`src/rtl/wb_arbiter.sv`:
```
// wb_arbiter: writeback stage and regfile write-port arbiter.
//
// Selects and aligns the main pipeline result and merges it with completions
// from long-latency side units (multiplier, divider, ...) onto the single
// regfile write port. Side results use a valid/ready handshake. A per-channel
// starvation counter forces a one-cycle main-pipeline stall so that a side unit
// cannot be locked out by a continuously busy main pipeline.
//
// Ports:
//   clk, rst            clock, synchronous active-high reset
//   pipe_*              main pipeline result, operands and load info
//   side_valid/rd/data  side completion channels (channel i in slice i)
//   side_ready          combinational grant to a side channel (one-hot or zero)
//   stall_o             registered; main pipeline must hold this cycle
//   load_regfile        registered regfile write enable
//   rd_reg              registered write address
//   regfilemux_o        registered write data
module wb_arbiter #(
    parameter int unsigned XLEN         = 32,
    parameter int unsigned NUM_SIDE     = 2,
    parameter int unsigned STARVE_LIMIT = 4
) (
    input  logic                      clk,
    input  logic                      rst,
    input  logic                      pipe_valid,
    input  logic                      pipe_load_regfile,
    input  logic [4:0]                pipe_rd,
    input  logic [2:0]                pipe_sel,
    input  logic [2:0]                pipe_funct3,
    input  logic [$clog2(XLEN/8)-1:0] pipe_addr_lo,
    input  logic [XLEN-1:0]           pipe_alu,
    input  logic [XLEN-1:0]           pipe_u_imm,
    input  logic [XLEN-1:0]           pipe_pc,
    input  logic [XLEN-1:0]           pipe_mem_rdata,
    input  logic                      pipe_br_en,
    input  logic [NUM_SIDE-1:0]       side_valid,
    input  logic [5*NUM_SIDE-1:0]     side_rd,
    input  logic [XLEN*NUM_SIDE-1:0]  side_data,
    output logic [NUM_SIDE-1:0]       side_ready,
    output logic                      stall_o,
    output logic                      load_regfile,
    output logic [4:0]                rd_reg,
    output logic [XLEN-1:0]           regfilemux_o
);

    localparam int unsigned OffW  = $clog2(XLEN/8);
    localparam int unsigned IdxW  = (NUM_SIDE > 1) ? $clog2(NUM_SIDE) : 1;
    localparam logic [3:0]  Limit = 4'(STARVE_LIMIT);

    // State
    logic                     r_stall;
    logic [IdxW-1:0]          r_ptr;      // first channel to consider next
    logic [NUM_SIDE-1:0][3:0] r_starve;
    logic                     r_we;
    logic [4:0]               r_rd;
    logic [XLEN-1:0]          r_data;

    // Load alignment / main result
    logic [OffW-1:0] w_off;
    logic [XLEN-1:0] w_sh;
    logic [XLEN-1:0] w_load;
    logic            w_load_bad;
    logic [XLEN-1:0] w_main_data;
    logic            w_main_bad;

    // Arbitration
    logic [NUM_SIDE-1:0]      w_at_limit;
    logic [NUM_SIDE-1:0]      w_cand;
    logic                     w_main_take;
    logic                     w_grant_any;
    logic [IdxW-1:0]          w_grant_idx;
    int unsigned              w_j;
    logic [IdxW-1:0]          w_ptr_d;
    logic [NUM_SIDE-1:0][3:0] w_starve_d;
    logic                     w_stall_d;
    logic                     w_take;
    logic                     w_we;
    logic [4:0]               w_rd;
    logic [XLEN-1:0]          w_data;

    always_comb begin
        // Misaligned offsets round down to the access size.
        w_off      = pipe_addr_lo & ~OffW'((32'd1 << pipe_funct3[1:0]) - 32'd1);
        w_sh       = pipe_mem_rdata >> {w_off, 3'b000};
        w_load     = '0;
        w_load_bad = 1'b0;
        case (pipe_funct3)
            3'd0: w_load = XLEN'($signed(w_sh[7:0]));
            3'd1: w_load = XLEN'($signed(w_sh[15:0]));
            3'd2: w_load = XLEN'($signed(w_sh[31:0]));
            3'd3: begin
                if (XLEN == 64) w_load = w_sh;
                else            w_load_bad = 1'b1;
            end
            3'd4: w_load = XLEN'(w_sh[7:0]);
            3'd5: w_load = XLEN'(w_sh[15:0]);
            3'd6: begin
                if (XLEN == 64) w_load = XLEN'(w_sh[31:0]);
                else            w_load_bad = 1'b1;
            end
            default: w_load_bad = 1'b1;
        endcase
    end

    always_comb begin
        w_main_data = '0;
        w_main_bad  = 1'b0;
        case (pipe_sel)
            3'd0: w_main_data = pipe_alu;
            3'd1: w_main_data = XLEN'(pipe_br_en);
            3'd2: w_main_data = pipe_u_imm;
            3'd3: w_main_data = pipe_pc + XLEN'(4);
            3'd4: begin
                w_main_data = w_load_bad ? '0 : w_load;
                w_main_bad  = w_load_bad;
            end
            default: w_main_bad = 1'b1;
        endcase
    end

    always_comb begin
        w_at_limit = '0;
        for (int i = 0; i < NUM_SIDE; i++) begin
            w_at_limit[i] = side_valid[i] && (r_starve[i] == Limit);
        end

        // A forced stall cycle only serves starved channels; otherwise main wins.
        w_main_take = pipe_valid && !r_stall && !rst;
        if (r_stall)         w_cand = w_at_limit;
        else if (pipe_valid) w_cand = '0;
        else                 w_cand = side_valid;

        w_grant_any = 1'b0;
        w_grant_idx = '0;
        w_j         = 0;
        for (int unsigned k = 0; k < NUM_SIDE; k++) begin
            w_j = (32'(r_ptr) + k) % NUM_SIDE;
            if (!w_grant_any && w_cand[IdxW'(w_j)]) begin
                w_grant_any = 1'b1;
                w_grant_idx = IdxW'(w_j);
            end
        end
        if (rst) w_grant_any = 1'b0;

        side_ready = '0;
        if (w_grant_any) side_ready[w_grant_idx] = 1'b1;

        w_ptr_d = r_ptr;
        if (w_grant_any) begin
            if (32'(w_grant_idx) == NUM_SIDE - 1) w_ptr_d = '0;
            else                                  w_ptr_d = w_grant_idx + IdxW'(1);
        end

        for (int i = 0; i < NUM_SIDE; i++) begin
            if (!side_valid[i] || side_ready[i]) w_starve_d[i] = '0;
            else if (r_starve[i] != Limit)       w_starve_d[i] = r_starve[i] + 4'd1;
            else                                 w_starve_d[i] = r_starve[i];
        end
        w_stall_d = |(w_at_limit & ~side_ready);

        w_take = 1'b0;
        w_we   = 1'b0;
        w_rd   = '0;
        w_data = '0;
        if (w_grant_any) begin
            w_take = 1'b1;
            w_rd   = side_rd[5*32'(w_grant_idx) +: 5];
            w_data = side_data[XLEN*32'(w_grant_idx) +: XLEN];
            w_we   = (w_rd != 5'd0);
        end else if (w_main_take) begin
            w_take = 1'b1;
            w_rd   = pipe_rd;
            w_data = w_main_data;
            w_we   = pipe_load_regfile && (pipe_rd != 5'd0);
        end
    end

    always_ff @(posedge clk) begin
        if (rst) begin
            r_stall  <= 1'b0;
            r_ptr    <= '0;
            r_starve <= '0;
            r_we     <= 1'b0;
            r_rd     <= '0;
            r_data   <= '0;
        end else begin
            r_stall  <= w_stall_d;
            r_ptr    <= w_ptr_d;
            r_starve <= w_starve_d;
            r_we     <= w_we;
            if (w_take) begin
                r_rd   <= w_rd;
                r_data <= w_data;
            end
        end
    end

    assign stall_o      = r_stall;
    assign load_regfile = r_we;
    assign rd_reg       = r_rd;
    assign regfilemux_o = r_data;

`ifndef SYNTHESIS
    always_ff @(posedge clk) begin
        if (!rst && w_main_take && w_main_bad) begin
            $fatal(1, "wb_arbiter: illegal pipe_sel %0d / funct3 %0d", pipe_sel, pipe_funct3);
        end
    end
`endif

endmodule

```
`config.mk`:
```
export PLATFORM = sky130hd
export DESIGN_NAME = wb_arbiter
export DESIGN_NICKNAME = d
export VERILOG_FILES = /design/src/rtl/wb_arbiter.sv
export SDC_FILE = /design/constraint.sdc
export NUM_CORES = 1
export LEC_CHECK = 0
export CAP_MARGIN = 15
export CORE_ASPECT_RATIO = 1.5
export CORE_UTILIZATION = 40
export CTS_CLUSTER_SIZE = 14
export DETAILED_ROUTE_END_ITERATION = 7
export GPL_TIMING_DRIVEN = 0
export PLACE_DENSITY = 0.83
export SYNTH_ARGS = -nofsm -noshare
export SYNTH_HDL_FRONTEND = slang
export SYNTH_SLANG_ARGS = --single-unit
```
`constraint.sdc`:
```
create_clock -name clk -period 2.8 [get_ports clk]
set_input_delay 0.56 -clock clk [delete_from_list [all_inputs] [get_ports clk]]
set_output_delay 0.56 -clock clk [all_outputs]
set_load 0.01 [all_outputs]
```
# Yosys cells after proc, flatten, opt, wreduce, memory -nomap -nowiden
# Index checks and enable logic that the tools add are counted.
# word_totals
wordCells	86
out_inout_bits	41
regBits	48
# classes
multipliers	1
shift	4
n_eq_ne	12
n_reduce_logical	22
bitwise_logic	4
add_sub_neg	6
n_mux	26
order_cmp	4
# ops
op	count
$pmux 32 s5	2
$mux 32	3
$shiftx 64x7->32	1
$add 32x3->32 const B	1
$shr 32x5->32	1
$mux 1	15
$mux 5	2
$reduce_bool 5->1	2
$shiftx 10x5->5	1
$eq 3x2->1 const B	3
$eq 3x3->1 const B	3
$add 4x1->4 const B	2
$eq 4x3->1 const B	2
$ne 4x3->1 const B	2
$logic_and 1x1->1	7
$eq 3x1->1 const B	2
$logic_not 3->1	2
$lt 1x2->1 const B	3
$mux 2	3
$reduce_or 2->1	3
$logic_not 1->1	5
$reduce_or 5->1	1
$and 2x2->2	2
$mul 3x1->4 const A	1
7 further kinds	10

# Longest topological paths before layout
# depth
word_depth	17
mapped_depth	10
mapped_depth_nobuf	8

# Least setup slack after synthesis
# No wires, ideal clock.
# synth_path
path_type	reg2out
start	reg r_starve[4] (netlist name)
end	out side_ready[1]
stages_incl_launch_ff	9
slack_ns	0.388
path_buffers	2
t_arrival_ns	1.852
cell_sequence	dfxtp_1 inv_1 ha_1 nand3b_1 a21boi_2 o21ai_1 clkbuf_1 clkbuf_1 nor3_1
# synth_via
elab_chain_len	14
elab_cells_between_ends	20
cone_classes	order compare (2); eq/ne (1); mux (13); reduce/logical (4)
# synth_rtl
element	line	rtl
from (decl)	53	logic [NUM_SIDE-1:0][3:0] r_starve;
from (signal assigned)	189	r_starve <= w_starve_d;
$eq 4x3->1 (*)	124	w_at_limit[i] = side_valid[i] && (r_starve[i] == Limit);
$logic_and 1x1->1 (*)	124	
$mux 2 (*)	129	if (r_stall) w_cand = w_at_limit;
$mux 1 (implied by the code) (2 in series)	138	if (!w_grant_any && w_cand[IdxW'(w_j)]) begin
$mux 1	138	
$logic_not 1->1	138	
$logic_and 1x1->1	138	
$mux 1	138	
$lt 1x2->1 (implied by the code) / $ge 1x1->1 (equally long branches)	146	if (w_grant_any) side_ready[w_grant_idx] = 1'b1;
$logic_and 1x1->1 (implied by the code)	146	
$mux 1 (implied by the code)	146	
$demux 1 s1	146	
$mux 2 (*)	146	
to (decl)	39	output logic [NUM_SIDE-1:0] side_ready,
# Every way passes the cells marked *; elsewhere a longest branch is shown, timed or not. The select of a mux whose other input is x is not followed.

# Final worst setup path
# Same ends and word-level chain as after synthesis.

==> Implementation_results.wiki <==
{| class="wikitable"
! Metric !! Value
|-
| Status || finished, final reports clean
|-
| Count of yosys warnings during synthesis || 0
|-
| Deepest level of the CTS H-tree || 2
|-
| Post-layout total power || 2.548 mW
|-
| Met3 Track Usage GR || 3.604%
|-
| Filler-free cell count of the finished design || 1,018
|-
| Final worst clock skew || 0.005374 ns
|-
| TritonCTS clock tree || done
|-
| Clock period minus worst slack || 2.758 ns
|-
| Mapped Area || 4726 sq um
|-
| Final wirelength || 21,400 um
|-
| DRC viols || 0
|-
| Most instantiated flip-flop cell in the synthesis netlist || sky130_fd_sc_hd__dfxtp_1
|-
| Number of max-cap violations || 0
|-
| Via total after detailed routing || 6,153
|-
| Hold Fails Final Rpt || 0
|-
| Sequential fraction of the synthesis area || 20.33%
|-
| Max-slew violation count || 0
|-
| Setup WS pre-CTS || -1.051 ns
|-
| Post-route setup slack || 0.04171 ns
|-
| Ratio of final minimum period to clock period || 98.51%
|-
| Top fanout value on the critical path || 10
|-
| Yosys cell types || 77
|-
| Inserted Diodes || 0
|-
| Antenna violations before repair || 0
|-
| First-pass GRT wire length || 31,960 um
|-
| Initial Utilization || 40.98%
|-
| Transition at the pin with the smallest max-transition slack || 0.7444 ns
|-
| Total leakage power || 2.899 nW
|-
| Clk buf depth || 2
|-
| Number of clock sinks seen by CTS || 48
|-
| Maximum vdd drop || 0.2604 mV
|-
| Antenna viol nets, final || 0
|-
| Die area || 12,260 sq um
|-
| Die boundary height || 135.1 um
|-
| Met1 Use GR || 34.34%
|-
| Arrival time reported for the critical path endpoint || 2.20 ns
|-
| Cell count after synthesis || 591
|-
| Critical register-to-register path startpoint || r_starve[4]
|-
| Power Density || 321.4 nW/um^2
|-
| Aggregate negative setup slack || 0 ns
|-
| GR met2 Demand/Resource || 65.87%
|-
| DR iter-0 viols || 398
|-
| Root Driver || sky130_fd_sc_hd__clkbuf_16
|-
| Worst setup EP type || output port
|-
| Area post-placement || 7506 sq um
|-
| Via count of the first global-routing pass || 6,198
|-
| Design area || 7930 sq um
|-
| Relative max-transition margin || 50.27%
|-
| Final setup violating endpoints || 0
|-
| Share of the core filled with cells || 68.77%
|-
| RD Place Congestion || 0.9421
|-
| WS Path Type || reg -> out
|-
| Smallest hold slack || 0.4383 ns
|-
| Share of final-layout standard cells stronger than drive strength 1 || 12.56%
|-
| Beginning of the worst hold path || rd_reg[2]
|-
| Core Area || 11,530 sq um
|-
| Count of buffers from port buffering || 259
|-
| GRT Total Usage || 33.69%
|-
| Critical path startpoint category || flip-flop
|-
| I/O pins || 263
|-
| Clock transition at the registers of the reported paths || 0.07 ns
|-
| Busiest grt layer || met2
|-
| Number of enable flip-flop cells after synthesis || 0
|-
| Share of synthesized flip-flops with an asynchronous set or reset || 0%
|-
| Average routed wire per standard cell || 21.02 um
|-
| Synthesized area per cell || 7.996 sq um
|-
| Count of TritonRoute iterations in the first routing pass || 7
|-
| Number of rows created at floorplan || 48
|-
| Mapped Nets || 818
|-
| Largest net degree at the start of global routing || 15
|-
| Width of the die || 90.75 um
|-
| Clk Latency, worst-skew pair || 0.29 ns
|-
| Area delta synth->final || 67.81%
|-
| Required time of the critical path || 2.24 ns
|-
| Launching instance or port of the critical path || r_starve[4]
|-
| Number of clock buffers inserted by TritonCTS || 5
|-
| Fmax || 0.3625 GHz
|-
| Final net count || 1,095
|-
| Placed Cells incl. Taps || 1,000
|-
| Post-detailed-route via-to-cell ratio || 6.044
|-
| DPL Wire Length || 17,750 um
|-
| Aggregate global routing overflow || 0
|-
| Flip-flop count of the largest register after layout || 32
|-
| Type of the tightest min-delay check || reg -> reg
|-
| Number of register bits inferred by synthesis || 48
|}
area by class of cell:
class	instances	area (sq um)
Buffer	41	219.0
Clock buffer	5	125.1
Clock inverter	2	60.06
Fill cell	930	3601
Inverter	13	48.80
Multi-Input combinational cell	489	3654
Sequential cell	48	960.9
Tap cell	150	187.7
Timing Repair Buffer	270	2675
cell usage in the layout (no fill, tap or decap), drive strengths merged, types with 21 or more instances in the layout:
master	count
nand3	21
nor2	44
dfxtp	48
clkbuf	25
nand2	55
mux2	22
mux2i	42
clkdlybuf4s50	254
o21ai	37
a21oi	41
buf	32
report_power, final:
| group | switching, mW | internal, mW |
|---|---|---|
| clock | 0.267 | 0.507 |
| sequential | 0.0289 | 0.731 |
| combinational | 0.443 | 0.571 |
| total | 0.739 | 1.81 |
per-layer routing:
metal | vias up | share of wire [%]
met1 | 2907 | 35
met2 | 343 | 54
met4 | 0 | 5.2
met3 | 61 | 5.9
met5 | - | 0
li1 | 2842 | -
synth_stat cells, drive strengths merged (6+ instances only):
cell / n / share of area, %
and4: 6 / 1.2
inv: 12 / 0.95
o221ai: 17 / 3.2
clkbuf: 21 / 1.7
o31ai: 10 / 1.6
or4: 10 / 1.6
nand2: 55 / 4.4
a211oi: 16 / 2.8
a221oi: 7 / 1.3
nor3: 17 / 1.9
xor2: 7 / 1.3
xnor2: 14 / 2.6
mux2i: 42 / 8.9
mux2: 22 / 5.2
o22ai: 12 / 1.6
nand4: 8 / 1.4
mux4: 8 / 3.8
nand3: 21 / 2.2
o21ai: 37 / 4.0
and3: 6 / 0.79
buf: 20 / 2.4
a2bb2oi: 9 / 1.7
a21oi: 41 / 4.3
a31oi: 7 / 1.2
dfxtp: 48 / 20
a22o: 7 / 1.3
nor2: 44 / 4.1
kinds of logic (layout without fill, tap and decap cells):
logic type | Yosys count | after routing | share of synthesized area (%)
simple gates | 200 | 200 | 23.19
compound gates | 191 | 191 | 28.17
mux | 72 | 72 | 17.95
buf+inv | 54 | 331 | 5.136
flops | 48 | 48 | 20.33
xor+xnor | 21 | 21 | 3.892
fa+ha+maj | 5 | 5 | 1.324
final timing paths:
kind,end,slack (ns),cells after the start
worst min register to register,rd_reg[2],0.44,2
worst max-delay path,side_ready[1],0.04,9
worst min-delay path,rd_reg[2],0.44,2
worst max register to register,regfilemux_o[28],0.33,11
what timing repair did:
item	CTS	global route
hold buffers	0	0
pin swaps	3	5
setup buffers	5	6
endpoints found under the setup margin	15	21
gates resized for setup	22	25
gates cloned	0	0
critical path: stages (launching register included):
cell and delay (ns):
sky130_fd_sc_hd__dfxtp_1 0.32, sky130_fd_sc_hd__inv_1 0.13, sky130_fd_sc_hd__ha_4 0.17, sky130_fd_sc_hd__nand3b_1 0.17, sky130_fd_sc_hd__a21boi_4 0.22, sky130_fd_sc_hd__o21ai_2 0.12
sky130_fd_sc_hd__buf_6 0.16, sky130_fd_sc_hd__clkbuf_8 0.17, sky130_fd_sc_hd__nor3_2 0.19, sky130_fd_sc_hd__clkdlybuf4s15_2 0.25
No activity file was read; power rests on OpenSTA's default activity.
==> edit (config.mk and constraints unchanged) <==
Set the parameter `NUM_SIDE` to 4 (it was 2).
--- a/src/rtl/wb_arbiter.sv
+++ b/src/rtl/wb_arbiter.sv
@@ -17,7 +17,7 @@
 //   regfilemux_o        registered write data
 module wb_arbiter #(
     parameter int unsigned XLEN         = 32,
-    parameter int unsigned NUM_SIDE     = 2,
+    parameter int unsigned NUM_SIDE     = 4,
     parameter int unsigned STARVE_LIMIT = 4
 ) (
     input  logic                      clk,
Interface: changed (resized side_data, side_rd, side_ready and side_valid); port bits go from 263 to 341. No check against the original RTL was run, so the function may have changed too.
==> edit against the original RTL <==
The run now ends with negative setup slack left. Sequential cell count rose by 9. Routed wire length rose by 42%. Non-clock buffer count increased by 135. Setup slack got worse by 0.38 ns. Clock skew grew 0.0089 ns. Area after synthesis up 21%. Design area is 35% higher. Final cell count increased by 32%. Hold slack improved by 0.054 ns.
Power is not compared: it rests on default switching activity, and its combinational part moved more than twofold at a synthesized area within 25%.
==> edit: results (changes against the original RTL) <==
| Metric | Value |
|---|---|
| Port Buffers | `338 (+31%)` |
| Non-clock buffer count in the final layout | `446 (+43%)` |
| Failing checks | `negative setup slack` |
| 1st-iter DRT viols | `616 (+55%)` |
| CTS buffer count | `9 (+4)` |
| Met1 usage in global routing | `0.402 (+0.0587)` |
| CLK BUF | `15 (+10)` |
| R2r worst-path depth | `14 (+3)` |
| Overall routing resource usage | `0.375 (+0.0378)` |
| Vias/cell | `5.93 (-1.9%)` |
| First-pass GRT wire length | `41500 µm (+30%)` |
| Reg area | `0.00116 mm² (+20%)` |
| ClkCell Share | `0.0306 (+0.00721)` |
| Setup WS post-layout | `-0.335 ns (-0.377 ns)` |
| Non-clock buffers, area share | `0.395 (+0.0304)` |
| Worst r2r dst | `load_regfile` |
| Vias in the first global route | `7683 (+24%)` |
| Syn_nets | `1053 (+29%)` |
| Reg-to-reg slack, setup | `-0.16 ns (-0.49 ns)` |
| Gpl congestion | `0.948 (+0.66%)` |
| Setup Viol. Count Final | `25 (+25)` |
| Commonest cells in the netlist | `mux2i_1, nor2_1, nand2_1` |
| Nets@finish | `1455 (+33%)` |
| Sum Neg Setup Slack | `-2.68 ns (-2.68 ns)` |
| Routed wire length | `30300 µm (+42%)` |
| Dpl cells | `1272 (+27%)` |
| Area after DPL | `0.00938 mm² (+25%)` |
| Clock latency on the worst-skew pair | `0.34 ns (+0.05 ns)` |
| Multi-In Gates | `609 (+25%)` |
| Pre-CTS setup slack | `-1.42 ns (-0.365 ns)` |
| Layout cells sized above 1 | `0.181 (+0.0555)` |
| Hold Path Sink | `regfilemux_o[16]` |
| Avg Cell Area, Syn | `7.69 µm² (-3.8%)` |
| Largest net degree at the start of global routing | `11 (-4)` |
| Wirelength per Cell | `22.6 µm (+7.6%)` |
| CP max FO | `4 (-6)` |
| Met3 Use GR | `0.0620 (+0.0260)` |
| Grt met2 use | `0.684 (+0.0254)` |
| Synth cell types | `55 (-29%)` |
| Post-DP HPWL | `21900 µm (+23%)` |
| Status | `finished with violations` |
| Arr. time, crit path | `2.58 ns (+0.38 ns)` |
-- edit: repair_timing --
action                     CTS  global route
gates cloned                 0             2
hold buffers                 0             0
pin swaps                   20            35
resized for setup          110            83
setup endpoints to repair   58            46
buffers inserted            36            24
-- edit: cell families (layout without fill, tap and decap cells) --
family	Yosys count	in the layout	share of synthesized area
adders and majority gates	13	13	0.0285
muxes	114	114	0.222
buffers and inverters	76	483	0.0563
DFF	57	57	0.200
and+or+nand+nor	223	223	0.183
xor gates and xnor gates	32	32	0.0491
AOI/OAI and AO/OA	227	227	0.261
-- edit: worst max-delay path: stages (launching register included) --
cell	delay, ns
dfxtp_4	0.38
inv_4	0.04
ha_4	0.15
nand4b_1	0.19
a21boi_4	0.10
or4_4	0.55
and2_4	0.22
clkbuf_16	0.17
ha_4	0.16
and2_1	0.14
buf_2	0.14
-- edit: metal layers --
layer,share of wire,vias up
met3,0.086,124
met4,0.063,0
met5,0,-
met1,0.34,3716
li1,-,3577
met2,0.51,538
